==> config.mk <==
export PLATFORM = sky130hd
export DESIGN_NAME = mul_div_unit_flat
export DESIGN_NICKNAME = d
export VERILOG_FILES = /design/src/rtl/mul_div_pkg.sv /design/src/rtl/mul_div_if.sv /design/src/rtl/mul_div_step.sv /design/src/rtl/mul_div_unit.sv /design/src/flat_wrapper.sv
export SDC_FILE = /design/constraint.sdc
export NUM_CORES = 2
export LEC_CHECK = 0
export ABC_AREA = 0
export BUFFER_PORTS_ARGS = -buffer_cell sky130_fd_sc_hd__buf_2
export CAP_MARGIN = 20
export CORE_ASPECT_RATIO = 0.8
export CORE_MARGIN = 8
export CORE_UTILIZATION = 57
export DETAILED_ROUTE_END_ITERATION = 8
export GPL_TIMING_DRIVEN = 0
export HOLD_SLACK_MARGIN = 0.1
export PLACE_DENSITY = 0.79
export SLEW_MARGIN = 30
export SYNTH_ARGS = -nofsm -noshare
export SYNTH_HDL_FRONTEND = slang
export SYNTH_SLANG_ARGS = --single-unit
==> constraint.sdc <==
create_clock -name clk -period 8 [get_ports clk]
set_input_delay 0.4 -clock clk [delete_from_list [all_inputs] [get_ports clk]]
set_output_delay 0.4 -clock clk [all_outputs]
set_load 0.01 [all_outputs]
==> src/rtl/mul_div_pkg.sv <==
// Shared definitions for the iterative multiply/divide unit: opcodes,
// FSM state encoding and small helpers used at elaboration and capture time.
package mul_div_pkg;

    typedef logic [2:0] op_t;

    localparam op_t OP_MUL    = 3'b000;
    localparam op_t OP_MULH   = 3'b001;
    localparam op_t OP_MULHSU = 3'b010;
    localparam op_t OP_MULHU  = 3'b011;
    localparam op_t OP_DIV    = 3'b100;
    localparam op_t OP_DIVU   = 3'b101;
    localparam op_t OP_REM    = 3'b110;
    localparam op_t OP_REMU   = 3'b111;

    typedef enum logic [1:0] {
        ST_IDLE = 2'd0,
        ST_CALC = 2'd1,
        ST_FIX  = 2'd2,
        ST_DONE = 2'd3
    } state_t;

    // Counter width for n iterations; at least one bit so the counter always exists.
    function automatic int clog2(input int n);
        int w;
        w = 1;
        for (int i = 1; i < 31; i++) begin
            if ((32'sd1 <<< i) < n) begin
                w = i + 1;
            end
        end
        return w;
    endfunction

    function automatic logic op_is_div(input op_t op);
        return op[2];
    endfunction

    function automatic logic op_is_rem(input op_t op);
        return op[2] & op[1];
    endfunction

    function automatic logic op_a_signed(input op_t op);
        return (op == OP_MULH) || (op == OP_MULHSU) || (op == OP_DIV) || (op == OP_REM);
    endfunction

    function automatic logic op_b_signed(input op_t op);
        return (op == OP_MULH) || (op == OP_DIV) || (op == OP_REM);
    endfunction

endpackage

==> src/rtl/mul_div_if.sv <==
// Request/response bundle between the pipeline hazard logic (master)
// and the multiply/divide unit (slave).
interface mul_div_if
    import mul_div_pkg::*;
#(
    parameter int DATA_W = 64
);
    logic              enable;
    logic              start;
    op_t               op;
    logic [DATA_W-1:0] operand_a;
    logic [DATA_W-1:0] operand_b;
    logic              kill;
    logic              busy;
    logic              done;
    logic [DATA_W-1:0] result;

    modport master (
        output enable, start, op, operand_a, operand_b, kill,
        input  busy, done, result
    );

    modport slave (
        input  enable, start, op, operand_a, operand_b, kill,
        output busy, done, result
    );
endinterface

==> src/rtl/mul_div_step.sv <==
// One radix-2^BITS_PER_CYCLE iteration: shift-add for multiply, restoring
// trial-subtract for divide. acc holds {high/remainder, low/multiplier-or-quotient}.
module mul_div_step
    import mul_div_pkg::*;
#(
    parameter int DATA_W         = 64,
    parameter int BITS_PER_CYCLE = 1
) (
    input  logic                  is_div,
    input  logic [2*DATA_W-1:0]   acc,
    input  logic [DATA_W-1:0]     operand,
    output logic [2*DATA_W-1:0]   acc_next
);

    logic [2*DATA_W-1:0] work;
    logic [DATA_W:0]     sum;
    logic [DATA_W:0]     trial;
    logic [DATA_W:0]     diff;

    always_comb begin
        work  = acc;
        sum   = '0;
        trial = '0;
        diff  = '0;
        for (int i = 0; i < BITS_PER_CYCLE; i++) begin
            if (is_div) begin
                // Remainder shifted left with the next dividend bit; stays below 2*divisor.
                trial = work[2*DATA_W-1:DATA_W-1];
                diff  = trial - {1'b0, operand};
                if (trial >= {1'b0, operand}) begin
                    work = {diff[DATA_W-1:0], work[DATA_W-2:0], 1'b1};
                end else begin
                    work = {trial[DATA_W-1:0], work[DATA_W-2:0], 1'b0};
                end
            end else begin
                sum  = {1'b0, work[2*DATA_W-1:DATA_W]}
                     + (work[0] ? {1'b0, operand} : {(DATA_W+1){1'b0}});
                work = {sum, work[DATA_W-1:1]};
            end
        end
        acc_next = work;
    end

endmodule

==> src/rtl/mul_div_unit.sv <==
// Iterative RV64M multiply/divide unit with start/busy/done handshake,
// pipeline enable gating and flush; operands are handled as magnitudes.
module mul_div_unit
    import mul_div_pkg::*;
#(
    parameter int DATA_W         = 64,
    parameter int BITS_PER_CYCLE = 1
) (
    input  logic      clk,
    input  logic      arst,
    mul_div_if.slave  bus
);

    localparam int N     = DATA_W / BITS_PER_CYCLE;
    localparam int CNT_W = clog2(N);
    localparam logic [CNT_W-1:0]  CNT_LAST = CNT_W'(N - 1);
    localparam logic [DATA_W-1:0] MOST_NEG = {1'b1, {(DATA_W-1){1'b0}}};

    state_t              state_reg;
    state_t              state_next;
    logic [CNT_W-1:0]    count_reg;
    logic [2*DATA_W-1:0] acc_reg;
    logic [2*DATA_W-1:0] acc_next;
    logic [DATA_W-1:0]   operand_reg;
    op_t                 op_reg;
    logic                sign_a_reg;
    logic                sign_b_reg;
    logic [DATA_W-1:0]   result_reg;

    logic                accept;
    logic                sign_a;
    logic                sign_b;
    logic [DATA_W-1:0]   mag_a;
    logic [DATA_W-1:0]   mag_b;
    logic                div_by_zero;
    logic                div_overflow;
    logic                special;
    logic [DATA_W-1:0]   special_result;
    logic [2*DATA_W-1:0] product_fixed;
    logic [DATA_W-1:0]   quotient;
    logic [DATA_W-1:0]   remainder;
    logic [DATA_W-1:0]   fixed_result;

    assign accept = bus.enable && bus.start && !bus.kill && (state_reg == ST_IDLE);

    // Capture-side decode: magnitudes and the divide cases that bypass CALC.
    assign sign_a = op_a_signed(bus.op) & bus.operand_a[DATA_W-1];
    assign sign_b = op_b_signed(bus.op) & bus.operand_b[DATA_W-1];
    assign mag_a  = sign_a ? -bus.operand_a : bus.operand_a;
    assign mag_b  = sign_b ? -bus.operand_b : bus.operand_b;

    assign div_by_zero  = op_is_div(bus.op) && (bus.operand_b == '0);
    assign div_overflow = op_is_div(bus.op) && !bus.op[0]
                          && (bus.operand_a == MOST_NEG) && (bus.operand_b == '1);
    assign special      = div_by_zero || div_overflow;

    always_comb begin
        special_result = '0;
        if (div_by_zero) begin
            special_result = op_is_rem(bus.op) ? bus.operand_a : '1;
        end else if (div_overflow) begin
            special_result = op_is_rem(bus.op) ? '0 : bus.operand_a;
        end
    end

    mul_div_step #(
        .DATA_W         (DATA_W),
        .BITS_PER_CYCLE (BITS_PER_CYCLE)
    ) u_step (
        .is_div   (op_is_div(op_reg)),
        .acc      (acc_reg),
        .operand  (operand_reg),
        .acc_next (acc_next)
    );

    // Sign correction and half/quotient/remainder selection for FIX.
    assign product_fixed = (sign_a_reg ^ sign_b_reg) ? -acc_reg : acc_reg;
    assign quotient      = acc_reg[DATA_W-1:0];
    assign remainder     = acc_reg[2*DATA_W-1:DATA_W];

    always_comb begin
        fixed_result = '0;
        unique case (op_reg)
            OP_MUL:                         fixed_result = product_fixed[DATA_W-1:0];
            OP_MULH, OP_MULHSU, OP_MULHU:   fixed_result = product_fixed[2*DATA_W-1:DATA_W];
            OP_DIV, OP_DIVU:                fixed_result = (sign_a_reg ^ sign_b_reg) ? -quotient : quotient;
            OP_REM, OP_REMU:                fixed_result = sign_a_reg ? -remainder : remainder;
            default:                        fixed_result = '0;
        endcase
    end

    always_comb begin
        state_next = state_reg;
        unique case (state_reg)
            ST_IDLE: begin
                if (accept) begin
                    state_next = special ? ST_DONE : ST_CALC;
                end
            end
            ST_CALC: begin
                if (bus.kill) begin
                    state_next = ST_IDLE;
                end else if (count_reg == CNT_LAST) begin
                    state_next = ST_FIX;
                end
            end
            ST_FIX:  state_next = bus.kill ? ST_IDLE : ST_DONE;
            ST_DONE: state_next = ST_IDLE;
            default: state_next = ST_IDLE;
        endcase
    end

    always_ff @(posedge clk or posedge arst) begin
        if (arst) begin
            state_reg <= ST_IDLE;
        end else if (bus.enable) begin
            state_reg <= state_next;
        end
    end

    always_ff @(posedge clk or posedge arst) begin
        if (arst) begin
            count_reg   <= '0;
            acc_reg     <= '0;
            operand_reg <= '0;
            op_reg      <= OP_MUL;
            sign_a_reg  <= 1'b0;
            sign_b_reg  <= 1'b0;
            result_reg  <= '0;
        end else if (bus.enable) begin
            unique case (state_reg)
                ST_IDLE: begin
                    if (accept) begin
                        op_reg     <= bus.op;
                        sign_a_reg <= sign_a;
                        sign_b_reg <= sign_b;
                        count_reg  <= '0;
                        // Multiply: multiplier in the low half, multiplicand added in.
                        // Divide: dividend in the low half, divisor subtracted.
                        if (op_is_div(bus.op)) begin
                            operand_reg <= mag_b;
                            acc_reg     <= {{DATA_W{1'b0}}, mag_a};
                        end else begin
                            operand_reg <= mag_a;
                            acc_reg     <= {{DATA_W{1'b0}}, mag_b};
                        end
                        if (special) begin
                            result_reg <= special_result;
                        end
                    end
                end
                ST_CALC: begin
                    if (bus.kill || (count_reg == CNT_LAST)) begin
                        count_reg <= '0;
                    end else begin
                        count_reg <= count_reg + 1'b1;
                    end
                    if (!bus.kill) begin
                        acc_reg <= acc_next;
                    end
                end
                ST_FIX: begin
                    if (!bus.kill) begin
                        result_reg <= fixed_result;
                    end
                end
                default: begin
                end
            endcase
        end
    end

    assign bus.busy   = (state_reg == ST_CALC) || (state_reg == ST_FIX);
    assign bus.done   = (state_reg == ST_DONE);
    assign bus.result = result_reg;

endmodule

==> src/flat_wrapper.sv <==
// flat-port wrapper written by rule: the top's interface ports become plain ports
module mul_div_unit_flat import mul_div_pkg::*;
#(
    parameter int DATA_W         = 64,
    parameter int BITS_PER_CYCLE = 1
)
  (clk, arst, bus_enable, bus_start, bus_op, bus_operand_a, bus_operand_b, bus_kill, bus_busy, bus_done, bus_result);
  mul_div_if #(.DATA_W(DATA_W)) bus_i ();
  input  logic clk;
  input  logic arst;
  input wire logic [$bits(bus_i.enable)-1:0] bus_enable;
  input wire logic [$bits(bus_i.start)-1:0] bus_start;
  input wire logic [$bits(bus_i.op)-1:0] bus_op;
  input wire logic [$bits(bus_i.operand_a)-1:0] bus_operand_a;
  input wire logic [$bits(bus_i.operand_b)-1:0] bus_operand_b;
  input wire logic [$bits(bus_i.kill)-1:0] bus_kill;
  output wire logic [$bits(bus_i.busy)-1:0] bus_busy;
  output wire logic [$bits(bus_i.done)-1:0] bus_done;
  output wire logic [$bits(bus_i.result)-1:0] bus_result;
  assign bus_i.enable = bus_enable;
  assign bus_i.start = bus_start;
  assign bus_i.op = bus_op;
  assign bus_i.operand_a = bus_operand_a;
  assign bus_i.operand_b = bus_operand_b;
  assign bus_i.kill = bus_kill;
  assign bus_busy = bus_i.busy;
  assign bus_done = bus_i.done;
  assign bus_result = bus_i.result;
  mul_div_unit #(.DATA_W(DATA_W), .BITS_PER_CYCLE(BITS_PER_CYCLE)) u_core (.clk(clk), .arst(arst), .bus(bus_i));
endmodule
==> summary.md <==
| Metric | Value |
|---|---|
| Status | `finished, violations left` |
| Failing checks | `DRC` |
| Synthesized Nets | `4481` |
| Remaining DRCs | `1` |
| Pin slew with the least headroom to its limit | `1.17 ns` |
| # H-tree levels | `1` |
| Initial DRC Count | `7472` |
| First-pass GRT wire length | `228 mm` |
| Starting Density | `57.2%` |
| HP Class | `in2reg` |
| Final HPWL DP | `130 mm` |
| Slew Limit Headroom | `21.2%` |
| Async SR Flop Fraction | `100%` |
| Final hold vios | `0` |
| Required @ worst endpoint | `8.49 ns` |
| 1st-pass router iterations | `9` |
| CP Capture Type | `flop` |
| Hold Buf Count CTS | `1` |
| Initial antenna violation count | `6` |
| Port bufs | `200` |
| # setup viols final | `0` |
| Setup Skew | `0.0292 ns` |
| Total CTS buffers | `31` |
| Die H | `223 um` |
| Most used DFF post-synth | `dfrtp_1` |
| # resized after CTS | `0` |
| Worst Hold End | `u_core.bus.result[33]$_DFFE_PP0P_` |
| Worst-path clk slew | `0.06 ns` |
| Worst setup path category | `reg2reg` |
| Leak | `0.0142 uW` |
| Clock Latency Late Sink | `0.65 ns` |
| RSZ-0062 raised after global routing | `false` |
| Final clock period utilization by the worst path | `78.3%` |
| Number of flops mapped to enable cells by yosys | `0` |
| Cell variety after synth | `91` |
| Vias | `38.1k` |
| Max FFs per register | `128` |
| Combinational share of power | `74.2%` |
| # Max-Cap Violations | `0` |
| Nets | `4720` |
| Max stage delay on crit path | `0.90 ns` |
| Final hold slack | `0.116 ns` |
| Pwr dens | `474 nW/um^2` |
| Pin count of the biggest net entering global routing | `84` |
| Sw Pwr | `9720 uW` |
| CTS tree | `done` |
| Synth top area share | `22.0%` |
| Max FO, Critical Path | `10` |
| Wirelength, routed | `162 mm` |
| Die area | `61300 um^2` |
| Hold path start | `bus_operand_a[33]` |
| Post-CTS setup buffers | `0` |
| FF+latch count, synth | `269` |
| Area contributors post-synth | `dfrtp_1, a21oi_1, o21ai_0, xnor2_1, ha_1` |
| I/O pin total | `202` |
| Worst Hold Path Cells | `3` |
| Core Util, Final | `63.2%` |
| Seq/Total Area, Yosys | `22.0%` |
| R2r setup slk | `1.73 ns` |
| Worst-case reg-to-reg path depth | `15` |
| Vias per cell | `7.37` |
| R2r endpoint | `u_core.acc_reg[88]$_DFFE_PP0P_` |
| Cell-internal power | `6290 uW` |
| Final Max Slew Viols | `0` |
| Clock Power Share | `9.8%` |
| Synth warn | `0` |
| Share of cells above drive strength 1 | `9.38%` |
| Slowest CP cell | `nor3_1` |
| Core area | `53400 um^2` |
| Post-Place Cells | `5112` |
| Clock root buffer | `clkbuf_16` |
| Gr usage total | `49.9%` |
| Syn avg cell area | `7.26 um^2` |
| Overflow after GRT | `0` |
| CTS Sinks | `269` |
| Net Sw Frac | `60.7%` |
| Clk buf depth | `3` |
| Critical path startpoint category | `flop` |
| Drt wl/cell | `31.4 um` |
| Total Power | `16000 uW` |
| Final Instance Count excl. Fillers | `5171` |
| Area Growth Syn to Fin | `10.6%` |
| Worst-path cell chain | `inv_1, ha_1, clkbuf_1, nand4_1, nor3_1, nand4_1, or4_1, o211ai_1, or3_1, o21a_1, buf_2, buf_2, buf_1, mux2i_1, o21ai_0` |
| Mapped Cells | `4205` |
| ANT nets after route | `0` |
| WP data arrival | `6.76 ns` |
| Sequential power share | `15.9%` |
| Achievable frequency | `0.160 GHz` |
| Die X | `275 um` |
| Peak supply drop | `0.357 mV` |
| Post-route setup TNS | `0 ns` |
| Area leader, netlist | `dfrtp_1` |
| RR Startpoint | `u_core.operand_reg[44]$_DFFE_PP0P_` |
| Standard-cell rows | `76` |
| Vias in the first global route | `34.1k` |
| Synth Cell Area | `30500 um^2` |
| Gpl congestion | `1.18` |
| Final Critical Period | `6.27 ns` |
-- stage by stage --
stage / instance area, um^2 / worst slack (ns)
after detailed placement: 32600 / 2.33
after CTS: 33700 / 2.30
after floorplan: 30500 / 0.190
final: 33800 / 1.73
after global placement: 32400 / -3.29
after global routing: 33800 / 1.87
-- cells by family after synthesis --
logic type | Yosys count | share of synthesized area [%]
buffers and inverters | 456 | 5.74
AND/OR/NAND/NOR | 1388 | 21.6
flip-flops | 269 | 22.0
AO/OA/AOI/OAI | 1457 | 29.9
multiplexers | 124 | 4.25
adder cells (fa/ha/maj) | 140 | 5.78
XOR/XNOR | 371 | 10.6
-- per-layer routing --
layer	global-route usage [%]	routed length, um	up-vias
met5	0	28	-
met4	29.1	12700	4
met3	25.6	29600	707
met2	65.2	60300	3622
met1	64.6	59800	17843
li1	-	-	15946
-- synthesized netlist by cell type (30+ instances only) --
master / instances
nor4_1: 52
a21oi_1: 399
ha_1: 138
o22ai_1: 37
o21ai_0: 388
mux2i_1: 78
inv_1: 135
or4_1: 36
xor2_1: 173
dfrtp_1: 269
a31oi_1: 76
nor3_1: 131
nand2_1: 417
nor2_1: 416
a211oi_1: 59
mux2_2: 46
nand3_1: 62
o31ai_1: 68
or3_1: 39
a21o_1: 66
o221ai_1: 30
nand4_1: 70
clkbuf_1: 271
o211ai_1: 67
xnor2_1: 198
-- worst max path at each step --
stage / startpoint / endpoint / depth (start not counted)
after detailed placement: u_core.operand_reg[44]$_DFFE_PP0P_ / u_core.acc_reg[117]$_DFFE_PP0P_ / 15
after global routing: u_core.operand_reg[44]$_DFFE_PP0P_ / u_core.acc_reg[88]$_DFFE_PP0P_ / 15
after CTS: u_core.operand_reg[44]$_DFFE_PP0P_ / u_core.acc_reg[88]$_DFFE_PP0P_ / 15
after floorplan: arst / u_core.acc_reg[0]$_DFFE_PP0P_ / 1
final: u_core.operand_reg[44]$_DFFE_PP0P_ / u_core.acc_reg[88]$_DFFE_PP0P_ / 15
after global placement: arst / u_core.acc_reg[123]$_DFFE_PP0P_ / 2
-- power groups by stage --
stage	Combinational (uW)	Clock (uW)	Sequential, uW
after global routing	12100	1590	2570
after floorplan	6980	0	2340
after CTS	11000	1540	2490
final	11900	1570	2550
after detailed placement	10900	0	2510
after global placement	10800	0	2500
-- area by class of cell --
class	instances	area (um^2)
inverters	138	526
fillers	5043	19700
repair buffers	206	1110
well taps	702	878
clock inverters	14	188
diodes	4	10.0
multi-input cells	3480	22200
plain buffers	318	1260
flip-flops and latches	269	6730
clock buffers	40	850
-- worst max-delay path: cells and delay by family, from the launching register on --
kind,cells,cell delay (ns)
mux,1,0.29
flops,1,0.48
fa+ha+maj,1,0.29
simple gates,5,2.61
buf+inv,5,2.04
compound gates,3,0.41
-- cells in the final DEF, fill, tap and decap left out, types with 18 or more instances in the layout --
| cell type | instances |
|---|---|
| xnor2_1 | 198 |
| o21a_1 | 24 |
| ha_1 | 138 |
| buf_2 | 221 |
| or4_1 | 36 |
| mux2_2 | 46 |
| or2_2 | 18 |
| o21ai_0 | 386 |
| or3_1 | 39 |
| and3_1 | 25 |
| nand2b_1 | 27 |
| a22oi_1 | 22 |
| nor3_1 | 127 |
| o21bai_1 | 19 |
| o211ai_1 | 67 |
| mux2i_1 | 78 |
| a31oi_1 | 76 |
| nand4_1 | 70 |
| clkbuf_16 | 31 |
| nand3_1 | 62 |
| nand2_1 | 417 |
| a21oi_1 | 397 |
| dfrtp_1 | 269 |
| o41ai_1 | 21 |
| inv_1 | 134 |
| o22ai_1 | 37 |
| a22o_1 | 28 |
| a211oi_1 | 57 |
| nor2_1 | 416 |
| o31ai_1 | 68 |
| clkbuf_1 | 263 |
| a21o_1 | 66 |
| xor2_1 | 173 |
| nor4_1 | 42 |
| o221ai_1 | 30 |
| buf_1 | 20 |
Power figures use the tool's default switching activity.
